$ cat src/rtl/uart_tx_mmio_if.sv
// Data-memory side bus between the core's load/store port and the UART
// transmitter. The core (or a bench) drives the master side; the UART is the slave.
interface uart_tx_mmio_if;
    logic [31:0] addr;
    logic        wen;
    logic [31:0] wdata;
    logic [31:0] rdata;
    logic        hit;

    modport master (
        output addr,
        output wen,
        output wdata,
        input  rdata,
        input  hit
    );

    modport slave (
        input  addr,
        input  wen,
        input  wdata,
        output rdata,
        output hit
    );
endinterface

$ cat src/rtl/uart_tx_mmio.sv
// Memory-mapped 8N1 UART transmitter.
// Stores to TXDATA fill a small byte FIFO. A baud-rate FSM drains the FIFO
// one frame at a time onto tx. STATUS and DIVISOR are readable with one cycle
// of latency. hit lets the interconnect pick this block's read data over RAM.
module uart_tx_mmio #(
    parameter logic [31:0] BASE_ADDR  = 32'h1000_0000,
    parameter int          FIFO_DEPTH = 8,
    parameter logic [15:0] DIV_RESET  = 16'd434
) (
    input  logic          clk,
    input  logic          rst_n,
    uart_tx_mmio_if.slave bus,
    output logic          tx
);
    localparam int PTR_W = $clog2(FIFO_DEPTH);
    localparam int CNT_W = PTR_W + 1;

    typedef enum logic [1:0] {ST_IDLE, ST_START, ST_DATA, ST_STOP} state_t;

    // Register-window decode
    logic       wr_en;
    logic [1:0] reg_sel;
    logic       push_req;
    logic       push;
    logic       pop;

    // FIFO storage and bookkeeping
    logic [7:0]       fifo_mem [FIFO_DEPTH];
    logic [PTR_W-1:0] wr_ptr_q, rd_ptr_q;
    logic [CNT_W-1:0] count_q, count_d;
    logic             fifo_full, fifo_empty;

    // Control/status registers
    logic        ovf_q;
    logic [15:0] div_q;
    logic [31:0] rdata_q, rd_val;
    logic [31:0] status;
    logic [3:0]  count4;

    // Transmit FSM
    state_t      state_q, state_d;
    logic [7:0]  shift_q, shift_d;
    logic [15:0] divact_q, divact_d;
    logic [15:0] baud_q, baud_d;
    logic [2:0]  bit_q, bit_d;
    logic        tx_q, tx_d;
    logic        baud_end;
    logic        busy;

    // Bus bits that carry no meaning for this block
    logic unused_bits;
    assign unused_bits = ^{bus.wdata[31:16], bus.addr[1:0]};

    assign bus.hit  = (bus.addr[31:4] == BASE_ADDR[31:4]);
    assign wr_en    = bus.wen & bus.hit;
    assign reg_sel  = bus.addr[3:2];
    assign push_req = wr_en && (reg_sel == 2'd0);

    assign fifo_full  = (count_q == CNT_W'(FIFO_DEPTH));
    assign fifo_empty = (count_q == '0);
    // A store into a full FIFO is dropped; overflow records it.
    assign push       = push_req && !fifo_full;
    assign count_d    = (push && !pop) ? count_q + CNT_W'(1) :
                        (!push && pop) ? count_q - CNT_W'(1) : count_q;

    assign busy     = (state_q != ST_IDLE);
    assign baud_end = (baud_q == divact_q - 16'd1);
    assign count4   = 4'(count_q);
    assign status   = {20'd0, count4, 4'd0, ovf_q, busy, fifo_empty, fifo_full};

    assign bus.rdata = rdata_q;
    assign tx        = tx_q;

    // FIFO payload write; contents need no reset because count gates every read
    always_ff @(posedge clk) begin
        if (push) begin
            fifo_mem[wr_ptr_q] <= bus.wdata[7:0];
        end
    end

    // FIFO pointers and occupancy; pointers wrap naturally at the power-of-two depth
    always_ff @(posedge clk or negedge rst_n) begin
        if (!rst_n) begin
            wr_ptr_q <= '0;
            rd_ptr_q <= '0;
            count_q  <= '0;
        end else begin
            if (push) wr_ptr_q <= wr_ptr_q + PTR_W'(1);
            if (pop)  rd_ptr_q <= rd_ptr_q + PTR_W'(1);
            count_q <= count_d;
        end
    end

    // Sticky overflow flag (write-one-to-clear) and the programmable bit period
    always_ff @(posedge clk or negedge rst_n) begin
        if (!rst_n) begin
            ovf_q <= 1'b0;
            div_q <= DIV_RESET;
        end else begin
            if (push_req && fifo_full) begin
                ovf_q <= 1'b1;
            end else if (wr_en && (reg_sel == 2'd1) && bus.wdata[3]) begin
                ovf_q <= 1'b0;
            end
            if (wr_en && (reg_sel == 2'd2)) begin
                div_q <= (bus.wdata[15:0] == 16'd0) ? 16'd1 : bus.wdata[15:0];
            end
        end
    end

    // Read mux uses pre-edge state so a same-cycle write is not yet visible
    always_comb begin
        rd_val = '0;
        if (bus.hit) begin
            case (reg_sel)
                2'd1:    rd_val = status;
                2'd2:    rd_val = {16'd0, div_q};
                default: rd_val = '0;
            endcase
        end
    end

    // Registered read data, one cycle after the address
    always_ff @(posedge clk or negedge rst_n) begin
        if (!rst_n) rdata_q <= '0;
        else        rdata_q <= rd_val;
    end

    // Transmit FSM state and the registered serial line
    always_ff @(posedge clk or negedge rst_n) begin
        if (!rst_n) begin
            state_q  <= ST_IDLE;
            shift_q  <= '0;
            divact_q <= 16'd1;
            baud_q   <= '0;
            bit_q    <= '0;
            tx_q     <= 1'b1;
        end else begin
            state_q  <= state_d;
            shift_q  <= shift_d;
            divact_q <= divact_d;
            baud_q   <= baud_d;
            bit_q    <= bit_d;
            tx_q     <= tx_d;
        end
    end

    // Next-state logic; tx is derived from the next state so the line changes on the transition edge
    always_comb begin
        state_d  = state_q;
        shift_d  = shift_q;
        divact_d = divact_q;
        baud_d   = baud_q;
        bit_d    = bit_q;
        pop      = 1'b0;
        case (state_q)
            ST_IDLE: begin
                if (!fifo_empty) begin
                    pop      = 1'b1;
                    shift_d  = fifo_mem[rd_ptr_q];
                    divact_d = div_q;   // frame keeps this period even if DIVISOR changes
                    baud_d   = '0;
                    bit_d    = '0;
                    state_d  = ST_START;
                end
            end
            ST_START: begin
                if (baud_end) begin
                    baud_d  = '0;
                    state_d = ST_DATA;
                end else begin
                    baud_d = baud_q + 16'd1;
                end
            end
            ST_DATA: begin
                if (baud_end) begin
                    baud_d = '0;
                    if (bit_q == 3'd7) begin
                        state_d = ST_STOP;
                    end else begin
                        bit_d   = bit_q + 3'd1;
                        shift_d = {1'b0, shift_q[7:1]};
                    end
                end else begin
                    baud_d = baud_q + 16'd1;
                end
            end
            ST_STOP: begin
                if (baud_end) begin
                    baud_d  = '0;
                    state_d = ST_IDLE;
                end else begin
                    baud_d = baud_q + 16'd1;
                end
            end
            default: state_d = ST_IDLE;
        endcase

        tx_d = 1'b1;
        if (state_d == ST_START)     tx_d = 1'b0;
        else if (state_d == ST_DATA) tx_d = shift_d[0];
    end
endmodule

$ cat src/flat_wrapper.sv
// flat-port wrapper written by rule: the top's interface ports become plain ports
module uart_tx_mmio_flat 
#(
    parameter logic [31:0] BASE_ADDR  = 32'h1000_0000,
    parameter int          FIFO_DEPTH = 8,
    parameter logic [15:0] DIV_RESET  = 16'd434
)
  (clk, rst_n, tx, bus_addr, bus_wen, bus_wdata, bus_rdata, bus_hit);
  uart_tx_mmio_if bus_i ();
  input  logic clk;
  input  logic rst_n;
  output logic tx;
  input wire logic [$bits(bus_i.addr)-1:0] bus_addr;
  input wire logic [$bits(bus_i.wen)-1:0] bus_wen;
  input wire logic [$bits(bus_i.wdata)-1:0] bus_wdata;
  output wire logic [$bits(bus_i.rdata)-1:0] bus_rdata;
  output wire logic [$bits(bus_i.hit)-1:0] bus_hit;
  assign bus_i.addr = bus_addr;
  assign bus_i.wen = bus_wen;
  assign bus_i.wdata = bus_wdata;
  assign bus_rdata = bus_i.rdata;
  assign bus_hit = bus_i.hit;
  uart_tx_mmio #(.BASE_ADDR(BASE_ADDR), .FIFO_DEPTH(FIFO_DEPTH), .DIV_RESET(DIV_RESET)) u_core (.clk(clk), .rst_n(rst_n), .bus(bus_i), .tx(tx));
endmodule
$ cat config.mk
export PLATFORM = sky130hd
export DESIGN_NAME = uart_tx_mmio_flat
export DESIGN_NICKNAME = d
export VERILOG_FILES = /design/src/rtl/uart_tx_mmio_if.sv /design/src/rtl/uart_tx_mmio.sv /design/src/flat_wrapper.sv
export SDC_FILE = /design/constraint.sdc
export NUM_CORES = 1
export LEC_CHECK = 0
export CAP_MARGIN = 10
export CORE_ASPECT_RATIO = 1.4
export CORE_MARGIN = 4
export CORE_UTILIZATION = 49
export CTS_CLUSTER_DIAMETER = 50
export DETAILED_ROUTE_END_ITERATION = 10
export GPL_ROUTABILITY_DRIVEN = 0
export GPL_TIMING_DRIVEN = 0
export PLACE_DENSITY = 0.76
export SLEW_MARGIN = 20
export SYNTH_ARGS = -nofsm -noshare
export SYNTH_HDL_FRONTEND = slang
export SYNTH_SLANG_ARGS = --single-unit
$ cat constraint.sdc
create_clock -name clk -period 2.8 [get_ports clk]
set_input_delay 0.56 -clock clk [delete_from_list [all_inputs] [get_ports clk]]
set_output_delay 0.56 -clock clk [all_outputs]
set_load 0.01 [all_outputs]
# Yosys cells after proc, flatten, opt, wreduce, memory -nomap -nowiden
# Memories as Yosys holds them, arrays and structs flattened.
# Cells that the tools add are included.
dict set report op_classes {
  reduce_logical 22
  bitwise 2
  n_addsub 7
  div 0
  mul 0
  shift 0
  magnitude_cmp 0
  n_eq_ne 14
  n_mux 30
}
# operator count
set op_table {}
lappend op_table {{16-bit case mux with 2 select lines} 2}
lappend op_table {{16-bit two-way mux} 3}
lappend op_table {{32-bit two-way mux} 1}
lappend op_table {{28-bit by 25-bit == test with 1-bit output (second input constant)} 1}
lappend op_table {{8-bit two-way mux} 3}
lappend op_table {{16-bit by 1-bit adder with 16-bit output (second input constant)} 1}
lappend op_table {{16-bit == test} 1}
lappend op_table {{16-bit logical NOT} 1}
lappend op_table {{8-bit case mux with 2 select lines} 1}
lappend op_table {{16-bit by 1-bit subtractor with 16-bit output (second input constant)} 1}
lappend op_table {{2-bit two-way mux} 5}
lappend op_table {{3-bit by 1-bit adder with 3-bit output (second input constant)} 3}
lappend op_table {{3-bit two-way mux} 3}
lappend op_table {{2-bit == test (second input constant)} 4}
lappend op_table {{1-bit logical AND} 8}
lappend op_table {{1-bit two-way mux} 8}
lappend op_table {{4-bit two-way mux} 2}
lappend op_table {{2-bit case mux with 4 select lines} 1}
lappend op_table {{2-bit nonzero test} 4}
lappend op_table {{2-bit by 1-bit == test with 1-bit output (second input constant)} 3}
lappend op_table {{3-bit case mux with 2 select lines} 1}
lappend op_table {{4-bit by 1-bit adder with 4-bit output (second input constant)} 1}
lappend op_table {{4-bit == test (second input constant)} 1}
lappend op_table {{2-bit logical NOT} 2}
lappend op_table {{other kinds (11)} 14}
dict set report word_totals {
  register_bits 105
  ramBits 64
  mem_bits_ro 0
  memories 1
  out_inout_bits 34
  latch_bits 0
  wordCells 89
  in_bits 67
}
# memory words width rd rd_ports_with_merged_regs wr line_no
set memory_table {}
lappend memory_table {u_core.fifo_mem 8 8 1 0 1 uart_tx_mmio.sv:28} ;# logic [7:0] fifo_mem [FIFO_DEPTH];

# Logic depth before layout (Yosys ltp)
# Gate-level depths: netlist of run 1.
dict set report depth {
  word_depth 8
  mapped_depth 14
}

# Worst setup path before layout of run 1
# Ideal clock, no wire load.
dict set report synth_path {
  path_type {register -> register}
  start {reg u_core.count_q[0] (netlist: u_core.count4[0])}
  end {reg u_core.count_q[3] (netlist: u_core.count4[3])}
  slack_ns -0.274
  setup_time_ns 0.125
  period_less_slack_ns 3.074
  n_path_buf 1
  t_arrival_ns 2.949
  stages_incl_launch_ff 13
  path_cell_list {dfrtp_1 > nor4_1 > nor3_1 > inv_1 > clkbuf_1 > ha_1 > inv_1 > ha_1 > a21o_1 > a21oi_1 > xnor2_1 > nor2_1 > xor2_1}
}
dict set report synth_via {
  elab_chain_cells 6
  elab_cells_between_ends 15
}
# item line_no
set synth_rtl {}
lappend synth_rtl {{start: declaration} uart_tx_mmio.sv:30} ;# logic [CNT_W-1:0] count_q, count_d;
lappend synth_rtl {{start signal: assignment} uart_tx_mmio.sv:90} ;# count_q <= count_d;
lappend synth_rtl {{branches (longest 6 deep; another with 4-bit by 1-bit subtractor with 4-bit output)} --}
# Several ways; the timed one is not identified. The select of a mux whose other input is x is not followed.
# A chain may end at the register's enable or synchronous reset.

# Final worst setup path of run 1
dict set report layout_path {
  start {reg u_core.divact_q[2]}
  end {reg u_core.shift_q[6]}
}
dict set report layout_via {
  elab_chain_cells 4
}
# item line_no
set layout_rtl {}
lappend layout_rtl {{start: declaration} uart_tx_mmio.sv:43} ;# logic [15:0] divact_q, divact_d;
lappend layout_rtl {{start signal: assignment} uart_tx_mmio.sv:141} ;# divact_q <= divact_d;
lappend layout_rtl {{16-bit by 1-bit subtractor with 16-bit output} uart_tx_mmio.sv:67} ;# assign baud_end = (baud_q == divact_q - 16'd1);
lappend layout_rtl {{16-bit == test} uart_tx_mmio.sv:67}
lappend layout_rtl {{2-bit by 1-bit inequality test with 1-bit output (no source line)} --}
lappend layout_rtl {{4-bit AND reduction (no source line)} --}
lappend layout_rtl {{end signal: assignment} uart_tx_mmio.sv:140} ;# shift_q <= shift_d;
lappend layout_rtl {{end: declaration} uart_tx_mmio.sv:42} ;# logic [7:0] shift_q, shift_d;
# Every way passes these cells.

==> flow_summary.toml, run 1 <==
[outcome]
status = "finished with violations"
violations = "negative setup slack"

[critical_path]
cp.required_ns = 3.11
cp.arrival_ns = 3.22
start_kind = "register"
critical_path_class = "register to register"
path_max_fanout = 5
crit_path_end_kind = "register"

[cells_and_area]
layout.nets = 774
postLayoutCellArea_um2 = 9107
area_growth_pct = 28.02
drive_gt1_frac = 0.2447
antenna_cells = 0

[sta]
fin_ws_ns = -0.1092
setup_viol = 13
hold_viol = 0
finClkSkew_ns = 0.007889
period_share = 1.039
layout_min_cycle_time_ns = 2.909
relSlewSlack = 0.5300
grt_setup_unrepaired = "true"
worst_pin_slew_ns = 0.7051
hold_ws_ns = 0.1882
drv_slew = 0
clock.fmax_mhz = 343.7

[clock_tree]
clock-sinks = 153
cts-buffers-inserted = 17
clock-root-buffer = "clkbuf_16"
clock_latency_ns = 0.42
htreeDepth = 4
tritoncts = "built"
clk_pin_slew_worst_paths_ns = 0.07
clk_path_buf_depth = 2

[global_route]
overflow = 0
grt_usage = 0.2150
grt_antenna_before_repair = 0
grt_max_degree = 57
grt_pass1_wl_um = 26960
grt_pass1_vias = 5239

[route]
drt_wl_total_um = 16630
drtPass1Iterations = 5
drc = 0
wl_per_cell_um = 18.65
via_count = 4902
drt-initial-drc-count = 356
postRouteAntennaNets = 0
via_per_inst = 5.496

[logic_synthesis]
synth_top_area_share = 0.2884
ys_top_cells_by_area = "dfrtp_1 (29%), edfxtp_1 (27%), mux4_2 (5.1%)"
yosysSeqAreaShare = 0.5844
synth_cells = 576
synthArstFlopShare = 0.5817
ys_types = 62
ys.warnings.count = 0
yosys_most_used_dff = "dfrtp_1"
synth_top_area_cell = "dfrtp_1"
synth-seq-cells = 153
syn_avg_cell_area_um2 = 12.35
synth_edf_count = 64
syn-cell-area_um2 = 7114

[place]
dpl_worst_slack_ns = -0.9248
portBuffers = 66
dpl.hpwl_um = 11460
place_area_um2 = 8110

[floorplan]
dieArea_um2 = 16540
start_util = 0.5045
io_pins = 101
chipWidth_um = 109.8
core_area_um2 = 14100
rows = 51
die_h_um = 150.6

[min_path]
hold_path.class = "input port to asynchronous set/reset pin"

[pwr]
p_leak_nw = 3.683
power.density_nw_per_um2 = 529.8
finalPower_mw = 4.825
vdd_drop_max_mv = 0.5945

[run]
cap_violations = 0
## worst paths after layout
| path | start | endpoint | slack [ns] | cells past startpoint |
|---|---|---|---|---|
| worst min-delay path | rst_n | u_core.baud_q[14] | 0.19 | 1 |
| min in group clk | u_core.div_q[12] | u_core.divact_q[12] | 0.49 | 2 |
| max in group asynchronous | rst_n | u_core.div_q[1] | 1.91 | 2 |
| worst max register to register | u_core.divact_q[2] | u_core.shift_q[6] | -0.11 | 8 |
| worst min register to register | u_core.div_q[12] | u_core.divact_q[12] | 0.49 | 2 |
| worst max-delay path | u_core.divact_q[2] | u_core.shift_q[6] | -0.11 | 8 |
## registers in the layout, summed over array words and instances, names as in the netlist, 2 cells and up
name and count:
u_core.shift_q 8, u_core.wr_ptr_q 3, u_core.state_q 2, u_core.div_q 16
u_core.divact_q 16, u_core.count4 4, u_core.bit_q 3, u_core.fifo_mem 64
u_core.baud_q 16, u_core.bus.rdata 16, u_core.rd_ptr_q 3
## cells in the final DEF, fill, tap and decap left out, types with 15 or more instances in the layout
| master | netlist | final |
|---|---|---|
| xnor2_1 | 21 | 20 |
| mux4_2 | 16 | 16 |
| nand3_1 | 19 | 19 |
| nor2_1 | 38 | 31 |
| nand2_1 | 71 | 70 |
| dfrtp_1 | 82 | 79 |
| mux2_2 | 17 | 17 |
| conb_1 | 1 | 16 |
| clkbuf_1 | 19 | 15 |
| buf_4 | 16 | 35 |
| edfxtp_1 | 64 | 64 |
| clkbuf_16 | 0 | 17 |
| clkdlybuf4s50_1 | 0 | 63 |
| and3_1 | 18 | 16 |
## power by group
group          switching (mW)  internal (mW)  total, mW
clock                    1.04           1.28       2.32
sequential       0.0000000188           2.34       2.34
combinational          0.0820         0.0826      0.165
## cell families after synthesis
group | after synthesis | share of synthesized area
and+or+nand+nor | 201 | 0.1400
DFF | 153 | 0.5844
AOI/OAI and AO/OA | 67 | 0.06419
buffers and inverters | 56 | 0.04027
muxes | 50 | 0.1036
xor gates and xnor gates | 35 | 0.04309
adders and majority gates | 13 | 0.02392
other | 1 | 0.0005271
## final cells by class
cell class	count	area (µm²)
clock buffers	17	425.4
flip-flops and latches	153	4161
fillers	1041	4995
clock inverters	15	175.2
repair buffers	86	838.3
inverters	15	56.30
plain buffers	38	221.5
multi-input cells	383	2998
well taps	185	231.5
## layer usage
layer | wire (µm) | GRT usage
met1 | 6332 | 0.2417
met2 | 9202 | 0.3867
met3 | 562 | 0.04590
met4 | 535 | 0.09170
met5 | 0 | 0
## cells in the mapped netlist, types with 2 or more instances
| cell | number |
|---|---|
| and3_1 | 18 |
| dfrtp_1 | 82 |
| or3_1 | 2 |
| a21o_1 | 2 |
| buf_4 | 16 |
| o21a_1 | 2 |
| nor3_1 | 12 |
| inv_1 | 15 |
| and2_1 | 3 |
| nor2_1 | 38 |
| a22oi_1 | 6 |
| nand2b_1 | 7 |
| buf_1 | 3 |
| nand2_1 | 71 |
| buf_6 | 2 |
| mux2_2 | 17 |
| xor2_1 | 14 |
| ha_1 | 12 |
| or2_1 | 2 |
| a221o_1 | 6 |
| mux4_2 | 16 |
| dfstp_2 | 7 |
| mux2i_1 | 14 |
| nand3_1 | 19 |
| or4_1 | 2 |
| mux2_4 | 3 |
| nand3b_1 | 2 |
| nand4_1 | 2 |
| nor4b_1 | 2 |
| clkbuf_1 | 19 |
| o21ai_0 | 21 |
| xnor2_1 | 21 |
| nor4_1 | 11 |
| edfxtp_1 | 64 |
| a21oi_1 | 16 |
## repair_timing
action | 4_1_cts | 5_1_grt
hold buffers | 0 | 0
hold endpoints to repair | 0 | 0
endpoints found under the setup margin | 99 | 103
buffers inserted | 16 | 4
resized for setup | 37 | 42
gates cloned | 1 | 0
pin swaps | 14 | 14
## through the flow
step | std cells | util | setup TNS (ns)
CTS | 889 | 0.6356 | -0.7240
floorplan | 591 | - | -0.7072
finish | 892 | 0.6458 | -0.8951
detailed placement | 843 | 0.5751 | -60.34
global route | 892 | 0.6458 | -4.810
global placement | 842 | 0.5732 | -216.66
## worst max-delay path, cell delays in order, from the launching register on
cell and delay (ns):
dfrtp_2 0.43, or3_4 0.43, or2_4 0.26, or4_1 0.43, a311oi_2 0.24, o2111a_2 0.33, and3_4 0.30, nor2_8 0.06
a221o_1 0.30
Note: power is estimated with default switching activity, not from simulation.
==> inputs of run 2 (changes only) <==
Settings changed: SETUP_SLACK_MARGIN set to 0.5.
==> run 2 against run 1 <==
Effect of this change:
- the flow still finishes with violations (negative setup slack)
- cell area up 3.5%
- power fell by 2.1%
- via count grew 2.2%
- hold slack worse by 0.12 ns
- critical endpoint unchanged
- clock skew up 0.0080 ns
- setup slack got worse by 0.021 ns
- critical path depth grew 1
- combinational power shrank 3%
- sequential power hardly changed
- count of clock-buffer cells in the layout up 1
- highest routed layer unchanged
==> flow_summary.toml, run 2 (synthesis gave the netlist of run 1 again) <==
[critical_path]
start_kind = "register"
cp.arrival_ns = 3.24
cp_slowest_cell = "dfrtp_2"
cp_num_buf_inv = 1
path_max_fanout = 8
cpLargestDelayFamily = "simple AND/OR/NAND/NOR gates"
path_cells = "or3_4 > or2_4 > or4_1 > a311oi_2 > o2111a_2 > and3_4 > buf_8 > nor2_8 > a221o_1"
cp.required_ns = 3.11
cp_slowest_stage_delay_ns = 0.46
crit_path_end_kind = "register"
critical_path_class = "register to register"

[cells_and_area]
layoutNonFillerInstCount = 910
postLayoutCellArea_um2 = 9428
layout_common_cells = "dfrtp_1 (77), nand2_1 (69), edfxtp_1 (64), buf_4 (41), clkdlybuf4s50_1 (36)"
layout.nets = 792
area_growth_pct = 32.52
final_common_cell = "dfrtp_1"
antenna_cells = 0
largest_reg_flops = 64
regMostFlops = "u_core.fifo_mem"
drive_gt1_frac = 0.3214
final_core_util = 0.6685
fillers = 990

[sta]
layout_min_cycle_time_ns = 2.930
grt_setup_unrepaired = "true"
finClkSkew_ns = 0.01593
relSlewSlack = 0.5720
period_share = 1.047
setup_viol = 28
hold_ws_ns = 0.06906
clock.fmax_mhz = 341.3
drv_slew = 0
hold_viol = 0
worst_pin_slew_ns = 0.6420
fin_ws_ns = -0.1302
setup-tns-final_ns = -2.675

[place]
numPlacedInstances = 843
place_area_um2 = 8284
portBuffers = 66
dpl.hpwl_um = 11470

[outcome]
violations = "negative setup slack"
status = "finished with violations"

[global_route]
grt_antenna_before_repair = 0
overflow = 0
grt_max_degree = 60
grt_pass1_vias = 5208
grt_usage = 0.2085
grt_pass1_wl_um = 26250

[pwr]
p_leak_nw = 3.842
power.density_nw_per_um2 = 501.0
vdd_drop_max_mv = 0.3808

[clock_tree]
clock-root-buffer = "clkbuf_16"
clock_latency_ns = 0.43
clock-sinks = 153
clk_pin_slew_worst_paths_ns = 0.06
tritoncts = "built"
cts_hold_buf = 0
htreeDepth = 4
clk_path_buf_depth = 2
cts-buffers-inserted = 17

[route]
wl_per_cell_um = 18.35
drc = 0
via_per_inst = 5.508
drt-initial-drc-count = 236
via_count = 5012
postRouteAntennaNets = 0
drtPass1Iterations = 5
drt_wl_total_um = 16700

[floorplan]
die_h_um = 150.6
rows = 51
chipWidth_um = 109.8
core_area_um2 = 14100
io_pins = 101
start_util = 0.5045
dieArea_um2 = 16540

[run]
cap_violations = 0

[min_path]
hold_path.class = "input port to asynchronous set/reset pin"
==> run 2: cell types whose count changed in the layout (fill, tap and decap cells not counted), sizes merged, moves of 4 or more <==
cell	previous run	this run
clkdlybuf4s50	63	36
clkdlybuf4s15	0	6
clkinvlp	0	4
buf	40	69
clkbuf	36	49
inv	25	18
==> run 2: worst register-to-register path, cell delays in order (launching register included) <==
cell	delay (ns)
dfrtp_2	0.46
or3_4	0.44
or2_4	0.27
or4_1	0.42
a311oi_2	0.22
o2111a_2	0.27
and3_4	0.24
buf_8	0.13
nor2_8	0.05
a221o_1	0.30
==> run 2: through the flow <==
| stage | worst slack [ns] | total power [mW] |
|---|---|---|
| after detailed placement | -0.6643 | 2.555 |
| after global placement | -2.028 | 2.546 |
| after floorplan | -0.1022 | 2.425 |
| after CTS | -0.1428 | 4.756 |
| after global routing | -0.2035 | 4.871 |
| final | -0.1302 | 4.723 |
==> run 2: where the power goes <==
part | switching (mW) | internal, mW | leakage, nW
Clock | 0.910 | 1.31 | 0.271
Combinational | 0.0884 | 0.0717 | 1.84
Sequential | 0.0000000185 | 2.34 | 1.73
Total | 0.999 | 3.72 | 3.84
==> run 2: layout make-up <==
type | instances | area, µm² | area share
buffer | 41 | 280.3 | 0.02973
clock buffer | 18 | 429.2 | 0.04552
clock inverter | 14 | 147.6 | 0.01566
inverter | 15 | 58.81 | 0.006238
multi-input combinational | 383 | 3157 | 0.3348
sequential | 153 | 4164 | 0.4417
tap | 185 | 231.5 | 0.02455
timing repair buffer | 101 | 959.7 | 0.1018
==> run 2: layer usage <==
layer,global-route usage,vias to the layer above,wire length (µm)
met2,0.3615,132,9153
met4,0.09233,0,518
met1,0.2458,2513,6390
met5,0,-,0
met3,0.04419,44,636
li1,-,2323,-
==> run 2: worst paths after layout <==
check                              startpoint                  end  slack (ns)  cells past startpoint
max                        u_core.divact_q[2]    u_core.shift_q[6]       -0.13                      9
min                                     rst_n  u_core.bus.rdata[2]        0.07                      1
max reg2reg                u_core.divact_q[2]    u_core.shift_q[6]       -0.13                      9
min reg2reg                  u_core.div_q[12]  u_core.divact_q[12]        0.48                      2
max in group asynchronous               rst_n      u_core.div_q[7]        2.06                      2
min in group clk             u_core.div_q[12]  u_core.divact_q[12]        0.48                      2
==> run 2: what timing repair did <==
action | 4_1_cts | 5_1_grt
gates cloned | 2 | 1
resized for setup | 110 | 60
endpoints found under the hold margin | 0 | 0
endpoints found under the setup margin | 109 | 98
buffers inserted | 22 | 10
pin swaps | 30 | 32
==> inputs of run 3 (changes only) <==
Settings changed: CAP_MARGIN 10 to 0, CORE_UTILIZATION 49 to 51, DONT_BUFFER_PORTS set to 1, PLACE_DENSITY 0.76 to 0.69.
==> run 3 against run 2 <==
Effect of this change:
- the flow finishes with violations (negative hold slack, negative setup slack)
- via count shrank 5.9%
- wire length shrank 4.3%
- register-to-register slack barely moved
- largest cell class unchanged
- global-route usage about the same
- cell area decreased by 7.4%
- largest power group unchanged
- non-clock buffer count shrank 61
- critical endpoint is now u_core.bit_q[2]
- maximum frequency is essentially flat
==> flow_summary.toml, run 3 (synthesis gave the netlist of run 1 again) <==
[floorplan]
die_h_um = 147.8
io_pins = 101
rows = 50
core_area_um2 = 13510
start_util = 0.5265
chipWidth_um = 107.8
dieArea_um2 = 15930

[pwr]
combPwrFrac = 0.011
internal_power_mw = 3.586
power.density_nw_per_um2 = 515.4
pwr-share-seq = 0.520
clkPwrFrac = 0.469
vdd_drop_max_mv = 0.5512
switching_power_mw = 0.9132
sw_frac_of_total = 0.2030
p_leak_nw = 3.533

[critical_path]
cp_slowest_cell = "or4_4"
cp.arrival_ns = 3.23
r2r_setup_slack_ns = -0.13
r2r-end = "u_core.bit_q[2]"
cp.required_ns = 3.11
critical_path_class = "register to register"
crit_top_cell = "or4_4"
reg2reg_depth = 10
r2r-start = "u_core.divact_q[6]"
crit_path_end_kind = "register"
path_cells = "or4_4 > buf_6 > or4_4 > a21oi_2 > a311oi_2 > o2111a_2 > and3_4 > buf_8 > nor2_8 > mux2_4"
startpoint = "u_core.divact_q[6]"
path_max_fanout = 5
cp_slowest_stage_delay_ns = 0.53
start_kind = "register"

[sta]
drv_slew = 0
setup-tns-final_ns = -1.885
layout_min_cycle_time_ns = 2.928
hold_ws_ns = -0.1671
clock.fmax_mhz = 341.5
hold_viol = 83
fin_ws_ns = -0.1283
grt_setup_unrepaired = "true"
worst_pin_slew_ns = 0.6504
period_share = 1.046
relSlewSlack = 0.5664
finClkSkew_ns = 0.007411
setup_viol = 26

[route]
wl_per_cell_um = 18.89
drtPass1Iterations = 4
postRouteAntennaNets = 0
drc = 0
drt_wl_total_um = 15980
drt-initial-drc-count = 176
via_per_inst = 5.573
via_count = 4715

[cells_and_area]
antenna_cells = 0
regMostFlops = "u_core.fifo_mem"
seq_area_um2 = 4167
drive_gt1_frac = 0.3178
layout.nets = 731
final_common_cell = "dfrtp_1"
layout_common_cells = "dfrtp_1 (75), nand2_1 (69), edfxtp_1 (64), buf_4 (52), nor2_1 (31)"
largest_reg_flops = 64
postLayoutCellArea_um2 = 8728
layoutNonFillerInstCount = 846
area_growth_pct = 22.69
multi_input_area_um2 = 3100
fillers = 1034

[place]
place_area_um2 = 7595
numPlacedInstances = 773
portBuffers = 0
dpl.hpwl_um = 11260

[outcome]
violations = "negative hold slack, negative setup slack"
status = "finished with violations"

[clock_tree]
clk_pin_slew_worst_paths_ns = 0.06
clk_path_buf_depth = 2
clock_latency_ns = 0.42
htreeDepth = 4
clock-root-buffer = "clkbuf_16"
cts-buffers-inserted = 17
tritoncts = "built"
clock-sinks = 153

[global_route]
overflow = 0
grt_pass1_vias = 4848
grt_antenna_before_repair = 0
grt_usage = 0.2085
grt_max_degree = 90
grt_pass1_wl_um = 25200

[run]
cap_violations = 0

[min_path]
hold_path.class = "input port to asynchronous set/reset pin"
## run 3: cell count changes in the layout (fill, tap and decap cells not counted), sizes merged, moves of 2 or more
cell	before	now
buf	69	63
clkbuf	49	37
clkdlybuf4s15	6	1
clkdlybuf4s50	36	0
clkinvlp	4	2
## run 3: repair_timing
item | in CTS | in global routing
hold endpoints to repair | 89 | 86
resized for setup | 30 | 35
endpoints found under the setup margin | 37 | 97
pin swaps | 23 | 18
setup buffers | 15 | 23
gates cloned | 3 | 0
## run 3: through the flow
step	utilization	total power, mW	setup WS, ns	hold WS, ns
after floorplan	-	2.425	-0.1022	0.2644
final	0.6459	4.499	-0.1283	-0.1671
after CTS	0.6219	4.523	-0.1113	-0.1879
after detailed placement	0.5620	2.430	-0.5803	0.2713
after global routing	0.6459	4.628	-0.1831	-0.1849
after global placement	0.5620	2.430	-0.4819	0.2704
## run 3: layer usage
metal | vias up | track usage | wire [µm] | share of wire
li1 | 2202 | - | - | -
met1 | 2355 | 0.2247 | 5825 | 0.36
met2 | 118 | 0.3730 | 8903 | 0.56
met3 | 40 | 0.05330 | 714 | 0.045
met4 | 0 | 0.1049 | 535 | 0.033
met5 | - | 0 | 0 | 0
## run 3: worst max-delay path: cells and delay by family, from the launching register on
kind	cells	cell delay [ns]
and+or+nand+nor	4	1.26
AOI/OAI and AO/OA	3	0.56
DFF	1	0.40
muxes	1	0.31
buffers and inverters	2	0.28
## run 3: final cells by class
type	instances	area share
flip-flops and latches	153	0.4774
multi-input cells	383	0.3552
clock buffers	21	0.05046
repair buffers	40	0.04100
plain buffers	41	0.03182
well taps	182	0.02609
clock inverters	11	0.01132
inverters	15	0.006737
## run 3: how the worst max path moves through the flow
| stage | end | cells after the start |
|---|---|---|
| finish | u_core.bit_q[2] | 10 |
| global route | u_core.bit_q[1] | 10 |
| CTS | u_core.shift_q[2] | 11 |
| detailed placement | u_core.shift_q[2] | 11 |
| global placement | u_core.bit_q[1] | 11 |
| floorplan | u_core.bit_q[0] | 10 |
## run 3: power by group through the flow
stage / logic (mW) / clock network [mW] / registers (mW)
2_1_floorplan: 0.0408 / 0 / 2.38
3_3_place_gp: 0.0459 / 0 / 2.38
3_5_place_dp: 0.0463 / 0 / 2.38
4_1_cts: 0.0465 / 2.14 / 2.34
5_1_grt: 0.0536 / 2.24 / 2.34
6_report: 0.0497 / 2.11 / 2.34
